[src/rtl/hmem_mctl.sv]
// Memory-side line controller: splits one cache-line read or write from the
// arbiter into 64-bit request/acknowledge beats and reassembles read beats.
module hmem_mctl #(
   parameter int HLINE = 256
) (
   input  logic             clk,
   input  logic             rst,
   input  logic [63:0]      h_addr,
   input  logic             h_rd,
   input  logic             h_wr,
   input  logic [HLINE-1:0] h_data_out,
   output logic [HLINE-1:0] h_data_in,
   output logic             h_dv,
   output logic [63:0]      m_addr,
   output logic [63:0]      m_wdata,
   output logic             m_we,
   output logic             m_req,
   input  logic             m_ack,
   input  logic [63:0]      m_rdata
);

   localparam int BEATS = HLINE / 64;
   localparam int OFFS  = $clog2(HLINE / 8);
   localparam int CW    = $clog2(BEATS);
   localparam logic [63:0]   OFF_MASK = (64'd1 << OFFS) - 64'd1;
   localparam logic [CW-1:0] LAST     = CW'(BEATS - 1);

   typedef enum logic [2:0] {S_IDLE, S_WR, S_RD, S_RSP, S_HOLD} state_t;

   state_t           state, state_n;
   logic [CW-1:0]    cnt, cnt_n;
   logic [63:0]      base, base_n, line_base;
   logic [HLINE-1:0] wbuf, wbuf_n, rbuf, rbuf_n, h_data_in_n;
   logic [63:0]      m_addr_n, m_wdata_n;
   logic             m_we_n, m_req_n, h_dv_n;

   assign line_base = h_addr & ~OFF_MASK;

   // NOTE: registers use non-blocking assignments so every flop samples the
   // pre-edge value of every other flop, independent of statement order.
   // NOTE: the line buffers are reset as well, because rbuf reaches h_data_in
   // and a reset must leave no stale beats visible to the arbiter.
   always_ff @(posedge clk) begin
      if (rst) begin
         state     <= S_IDLE;
         cnt       <= '0;
         base      <= '0;
         wbuf      <= '0;
         rbuf      <= '0;
         h_data_in <= '0;
         h_dv      <= 1'b0;
         m_addr    <= '0;
         m_wdata   <= '0;
         m_we      <= 1'b0;
         m_req     <= 1'b0;
      end else begin
         state     <= state_n;
         cnt       <= cnt_n;
         base      <= base_n;
         wbuf      <= wbuf_n;
         rbuf      <= rbuf_n;
         h_data_in <= h_data_in_n;
         h_dv      <= h_dv_n;
         m_addr    <= m_addr_n;
         m_wdata   <= m_wdata_n;
         m_we      <= m_we_n;
         m_req     <= m_req_n;
      end
   end

   // Memory-port outputs are computed one cycle ahead so they leave the block
   // straight from flops and stay stable while a beat waits for m_ack.
   // NOTE: every variable gets a default first so no path through the case
   // leaves one unassigned, which would infer a latch.
   always_comb begin
      state_n     = state;
      cnt_n       = cnt;
      base_n      = base;
      wbuf_n      = wbuf;
      rbuf_n      = rbuf;
      h_data_in_n = h_data_in;
      h_dv_n      = 1'b0;
      m_addr_n    = m_addr;
      m_wdata_n   = m_wdata;
      m_we_n      = m_we;
      m_req_n     = 1'b0;

      case (state)
         S_IDLE: begin
            if (h_wr) begin
               wbuf_n    = h_data_out;
               base_n    = line_base;
               cnt_n     = '0;
               state_n   = S_WR;
               m_req_n   = 1'b1;
               m_we_n    = 1'b1;
               m_addr_n  = line_base;
               m_wdata_n = h_data_out[63:0];
            end else if (h_rd) begin
               base_n   = line_base;
               cnt_n    = '0;
               state_n  = S_RD;
               m_req_n  = 1'b1;
               m_we_n   = 1'b0;
               m_addr_n = line_base;
            end
         end

         S_WR, S_RD: begin
            m_req_n = 1'b1;
            if (m_ack) begin
               if (state == S_RD)
                  rbuf_n[64*int'(cnt) +: 64] = m_rdata;
               if (cnt == LAST) begin
                  state_n = S_RSP;
                  m_req_n = 1'b0;
                  h_dv_n  = 1'b1;
                  if (state == S_RD)
                     h_data_in_n = rbuf_n;
               end else begin
                  cnt_n     = cnt + 1'b1;
                  m_addr_n  = base + (64'(cnt_n) << 3);
                  m_wdata_n = wbuf[64*int'(cnt_n) +: 64];
               end
            end
         end

         S_RSP:   state_n = S_HOLD;
         // Arbiter drops its request after h_dv; it is not looked at here.
         S_HOLD:  state_n = S_IDLE;
         default: state_n = S_IDLE;
      endcase
   end

endmodule

[config.mk]
export PLATFORM = sky130hd
export DESIGN_NAME = hmem_mctl
export DESIGN_NICKNAME = d
export VERILOG_FILES = /design/src/rtl/hmem_mctl.sv
export SDC_FILE = /design/constraint.sdc
export NUM_CORES = 2
export LEC_CHECK = 0
export ABC_AREA = 1
export BUFFER_PORTS_ARGS = -buffer_cell sky130_fd_sc_hd__buf_2
export CAP_MARGIN = 20
export CORE_AREA = 3 3 303 305
export CTS_BUF_LIST = sky130_fd_sc_hd__clkbuf_2
export DETAILED_ROUTE_END_ITERATION = 8
export DIE_AREA = 0 0 306 308
export HOLD_SLACK_MARGIN = 0.15
export PLACE_DENSITY = 0.77
export SETUP_SLACK_MARGIN = 0.4
export SKIP_CTS_REPAIR_TIMING = 1
export SLEW_MARGIN = 25
export SYNTH_ARGS = -nofsm -noshare
export SYNTH_HDL_FRONTEND = slang
export SYNTH_SLANG_ARGS = --single-unit
[constraint.sdc]
create_clock -name clk -period 4 [get_ports clk]
set_input_delay 0.6 -clock clk [delete_from_list [all_inputs] [get_ports clk]]
set_output_delay 0.6 -clock clk [all_outputs]
set_load 0.01 [all_outputs]
==> summary.txt, run 1 <==
Synthesis
  – Cell area after synthesis: 40100 um^2
  – Synthesis-stage register bit count: 894
  – Sequential element share of the synthesized area: 44.6%
  – Number of unique standard cell types used by synthesis: 27
  – Number of instances in the synthesized netlist: 5929
  – Total number of yosys warnings: 0
  – Avg Synthesized Cell Area: 6.76 um^2
  – Dominant cell type by area after synthesis: sky130_fd_sc_hd__dfxtp_1
  – Leading cell types by total area after synthesis: sky130_fd_sc_hd__dfxtp_1 (45%), sky130_fd_sc_hd__nand2_1 (13%), sky130_fd_sc_hd__nand3_1 (8.1%), sky130_fd_sc_hd__inv_1 (6.7%), sky130_fd_sc_hd__o21ai_0 (6.6%)
  – Share of the synthesized area in the top cell type: 44.6%

GRT
  – Overflow left after global routing: 5
  – All-layer global routing usage: 44.5%
  – Maximum number of pins on one net before global-route repair: 186

Outcome
  – Halt Stage: global routing (5_1_grt)
  – Run status: aborted with a tool error
  – First logged error message: [ERROR GRT-0232] Routing congestion too high. Check the congestion heatmap in the GUI.

Floorplanning
  – Top-Level Pins: 776
  – Die Y-Extent: 308 um
  – Horizontal extent of the die: 306 um
  – Standard-cell row count: 110
  – Starting density of the core: 44.7%

Clocking
  – Buffer cell driving the clock tree root: sky130_fd_sc_hd__clkbuf_2
  – Clock sinks: 894
  – H-tree depth reported by CTS: 4
  – Number of buffers on the longest clock path: 3
  – Number of buffers added by the clock tree synthesis step: 223

Placement
  – HPWL reported at the end of detailed placement: 87300 um
  – Post-Place Cells: 7500
  – Final weighted congestion in routability-driven placement: 0.904
  – Number of input and output port buffers inserted: 767
-- cells by family after synthesis --
kind of cell,count (synthesis),synth area share (%)
buf+inv,1164,11.4
compound gates,1078,14.8
simple gates,2787,29.1
other cells,1,0.00935
fa+ha+maj,5,0.156
flops,894,44.6
-- synth_stat cells, drive strengths merged --
library cell and instances:
nand2 1414, dfxtp 894, inv 723, nand3 652, nor2 587, o21ai 577, a21oi 333, clkbuf 268
buf 172, o21a 128, or2 126, o211a 40, ha 5, nor3 4, nand4 3, clkinv 1
conb 1, nor3b 1
-- metrics by stage --
step | area, um^2 | worst slack, ps | hold slack [ps]
global placement | 44400 | 1060 | 431
detailed placement | 44400 | 1020 | 437
floorplan | 40100 | 1540 | 425
CTS | 46300 | 440 | -952
-- layer usage --
layer  GRT usage (%)  GRT overflow
met3            31.5             0
met5            15.1             0
met2            60.1             1
met4            35.1             4
met1            46.1             0
==> run 2, diff against run 1 <==
--- a/config.mk
+++ b/config.mk
@@ -8,13 +8,10 @@
 export ABC_AREA = 1
 export BUFFER_PORTS_ARGS = -buffer_cell sky130_fd_sc_hd__buf_2
 export CAP_MARGIN = 20
-export CORE_AREA = 3 3 303 305
-export CTS_BUF_LIST = sky130_fd_sc_hd__clkbuf_2
+export CORE_MARGIN = 3
+export CORE_UTILIZATION = 40
 export DETAILED_ROUTE_END_ITERATION = 8
-export DIE_AREA = 0 0 306 308
-export HOLD_SLACK_MARGIN = 0.15
-export PLACE_DENSITY = 0.77
-export SETUP_SLACK_MARGIN = 0.4
+export PLACE_DENSITY_LB_ADDON = 0.15
 export SKIP_CTS_REPAIR_TIMING = 1
 export SLEW_MARGIN = 25
 export SYNTH_ARGS = -nofsm -noshare
==> run 2 against run 1 <==
- synthesized cell count is the same
- the run now ends clean
- area after synthesis unchanged
==> summary.txt, run 2 <==
Outcome
  – Run status: completed

Synthesis
  – Multiplexer share of the synthesized area: 0% (unchanged)
  – Cell area after synthesis: 40100 um^2 (unchanged)
  – XOR/XNOR Fraction of Synth Area: 0% (unchanged)
  – Share of the synthesized area in the top cell type: 44.6% (unchanged)
  – Synthesis-stage register bit count: 894 (unchanged)
  – Sequential element share of the synthesized area: 44.6% (unchanged)
  – Proportion of register bits with asynchronous set or reset after synthesis: 0% (unchanged)
  – Number of instances in the synthesized netlist: 5929 (unchanged)
  – Top-count cell post-synth: sky130_fd_sc_hd__nand2_1
  – Number of enable-type register cells in the synthesized netlist: 0 (unchanged)
  – Leading cell types by total area after synthesis: sky130_fd_sc_hd__dfxtp_1 (45%), sky130_fd_sc_hd__nand2_1 (13%), sky130_fd_sc_hd__nand3_1 (8.1%), sky130_fd_sc_hd__inv_1 (6.7%), sky130_fd_sc_hd__o21ai_0 (6.6%)
  – Simple-gate area share of the yosys netlist: 29.1% (unchanged)
  – Post-Synth Adder-Cell Area: 0.156% (unchanged)
  – Dominant combinational cell family by area after synthesis: simple AND/OR/NAND/NOR gates
  – Most instantiated flip-flop cell in the synthesis netlist: sky130_fd_sc_hd__dfxtp_1
  – Top post-synthesis cells by count: sky130_fd_sc_hd__nand2_1 (1412), sky130_fd_sc_hd__dfxtp_1 (894), sky130_fd_sc_hd__inv_1 (716), sky130_fd_sc_hd__nand3_1 (650), sky130_fd_sc_hd__nor2_1 (581)
  – Avg Synthesized Cell Area: 6.76 um^2 (unchanged)
  – Total number of yosys warnings: 0 (unchanged)
  – Number of unique standard cell types used by synthesis: 27 (unchanged)
  – Post-synthesis compound-gate area fraction: 14.8% (unchanged)
  – Dominant cell type by area after synthesis: sky130_fd_sc_hd__dfxtp_1

Pwr
  – Cell area power density: 729 nW/um^2
  – Worst vdd rail ir drop: 0.000654 V
  – Static Leakage: 24.9 nW

Clocking
  – Clock latency on the worst-skew pair: 690 ps
  – Buffer cell driving the clock tree root: sky130_fd_sc_hd__clkbuf_16
  – Clock sinks: 894 (unchanged)
  – Clock tree from TritonCTS: yes
  – Number of buffers added by the clock tree synthesis step: 100 (-55%)
  – Clk pin slew, worst setup/hold paths: 70 ps
  – Number of buffers on the longest clock path: 3 (unchanged)
  – H-tree depth reported by CTS: 3 (-1)

Floorplanning
  – Area of the die: 104000 um^2
  – Top-Level Pins: 776 (unchanged)
  – Horizontal extent of the die: 323 um (+5.4%)
  – Starting density of the core: 40.6% (-4.2 points)
  – Die Y-Extent: 323 um (+4.7%)
  – Floorplan core area: 98900 um^2
  – Standard-cell row count: 115 (+4.5%)

Timing
  – Period minus WS final: 2860 ps
  – Maximum clock rate: 349 MHz
  – Setup TNS: 0 ps
  – Number of max-slew violations in the final report: 0
  – Headroom to the max-slew limit: 27.6%
  – Setup repair after global routing missed its margin: no
  – Final Skew: 27.0 ps
  – Transition at the pin with the smallest max-transition slack: 1090 ps
  – Final cycle utilization of the critical path: 71.6%
  – Final hold violation count: 0
  – Final Setup Violations: 0

Cells and area
  – Fill cell count: 10100
  – Final #Nets: 6814
  – Non-filler cells, final: 7821
  – Commonest cells after routing, fill and taps aside: sky130_fd_sc_hd__nand2_1 (1409), sky130_fd_sc_hd__dfxtp_1 (893), sky130_fd_sc_hd__buf_2 (767)
  – Post-Layout Inst Area: 48200 um^2
  – Share of cells above drive strength 1: 17.7%
  – Regs by FF count: h_data_in (256), wbuf (256), rbuf (192)
  – Most common library cell in the layout ignoring fill and taps: sky130_fd_sc_hd__nand2_1
  – Post-synthesis to final-layout area growth: 20.2%

Setup path
  – Worst setup path class: register to register
  – Required @ worst endpoint: 4610 ps
  – CP max-delay cell: sky130_fd_sc_hd__nor2_1
  – Data arrival time at the worst-slack endpoint: 3470 ps
  – Longest individual stage delay on the worst path: 560 ps
  – Cell breakdown of the critical path: inv_1 -> ha_4 -> nor2_1 -> inv_2 -> buf_4 -> nor2_2 -> nand2_1 -> a21oi_1
  – Top Family by Delay on Critical Path: simple AND/OR/NAND/NOR gates
  – Count of buffering cells on the critical path with inverters included: 3
  – Kind of end point of the critical path: register
  – Critical Path Fanout Max: 37
  – Kind of start point of the critical path: register

Routing
  – Number of DRC markers in iteration 0: 3149
  – Met2 Routed Length: 63900 um
  – Detailed Route WL: 138000 um
  – Count of vias placed by the detailed router: 39100
  – Wire length on met3: 12000 um
  – Vias per cell: 4.99
  – DRC: 0
  – Uppermost metal layer occupied by signal nets: met5
  – Length of routed wiring on met1: 57800 um
  – Wirelength per Cell: 17.7 um
  – Antenna Nets Post-Route: 0
  – 1st-pass router iterations: 8

Min path
  – Path category of the worst min-delay check: input pin to register

Placement
  – HPWL reported at the end of detailed placement: 89000 um (+2.0%)
  – Post-Place Cells: 7604 (+1.4%)
  – Number of input and output port buffers inserted: 767 (unchanged)
  – Final weighted congestion in routability-driven placement: 0.838 (-7.3%)
  – Cell area after placement: 44600 um^2 (+0.31%)

GRT
  – Global-route wire length before repair: 208000 um
  – Initial antenna violation count: 50
  – Via count of the first global-routing pass: 35300
  – All-layer global routing usage: 25.3%
  – Maximum number of pins on one net before global-route repair: 186
  – Overflow left after global routing: 0

Run
  – Max-cap check violation count: 0
## run 2: layout make-up
| type | count | area [um^2] | area share, % |
|---|---|---|---|
| multi-input combinational | 3873 | 17800 | 36.9 |
| sequential | 894 | 17900 | 37.2 |
| tap | 1287 | 1610 | 3.34 |
| clock inverter | 47 | 612 | 1.27 |
| inverter | 724 | 2730 | 5.66 |
| antenna | 29 | 72.6 | 0.151 |
| clock buffer | 140 | 2890 | 5.99 |
| timing repair buffer | 827 | 4600 | 9.55 |
## run 2: path summary, 6_finish.rpt
path	from	cells after the start	endpoint	slack [ps]
setup / recovery	m_addr[4]$_SDFFE_PP0P_	8	h_data_in[251]$_SDFFE_PP0P_	1140
hold / removal	h_data_out[157]	3	wbuf[157]$_SDFFE_PP0P_	190
setup reg to reg	m_addr[4]$_SDFFE_PP0P_	8	h_data_in[251]$_SDFFE_PP0P_	1140
hold reg to reg	base[42]$_SDFFE_PP0P_	2	base[42]$_SDFFE_PP0P_	450
## run 2: report_power, final
group	total [mW]	switching, mW	internal [mW]
Sequential	12.0	0.842	11.1
Combinational	13.4	9.28	4.10
Clock	9.77	3.89	5.88
Total	35.1	14.0	21.1
## run 2: layer usage
metal | GRT usage (%) | vias up
li1 | - | 19700
met1 | 31.7 | 17900
met2 | 41.2 | 1170
met3 | 7.55 | 249
met4 | 9.15 | 40
met5 | 0 | -
## run 2: stage by stage
stage	power [mW]	worst slack [ps]	utilization [%]	hold slack [ps]
finish	35.1	1140	48.7	194
global route	37.7	920	48.7	171
CTS	35.4	1000	48.6	146
detailed placement	25.5	1010	45.1	438
global placement	25.3	1040	45.1	433
floorplan	21.4	1540	-	425
## run 2: kinds of logic after synthesis
group,Yosys count
flip-flops,894
other,1
buffers and inverters,1164
AND/OR/NAND/NOR,2787
adder cells (fa/ha/maj),5
AO/OA/AOI/OAI,1078
## run 2: tightest hold or removal path: cells and delay by family
kind,cells,cell delay [ps]
buffers and inverters,1,70
AO/OA/AOI/OAI,2,170
No activity file was read; power rests on OpenSTA's default activity.
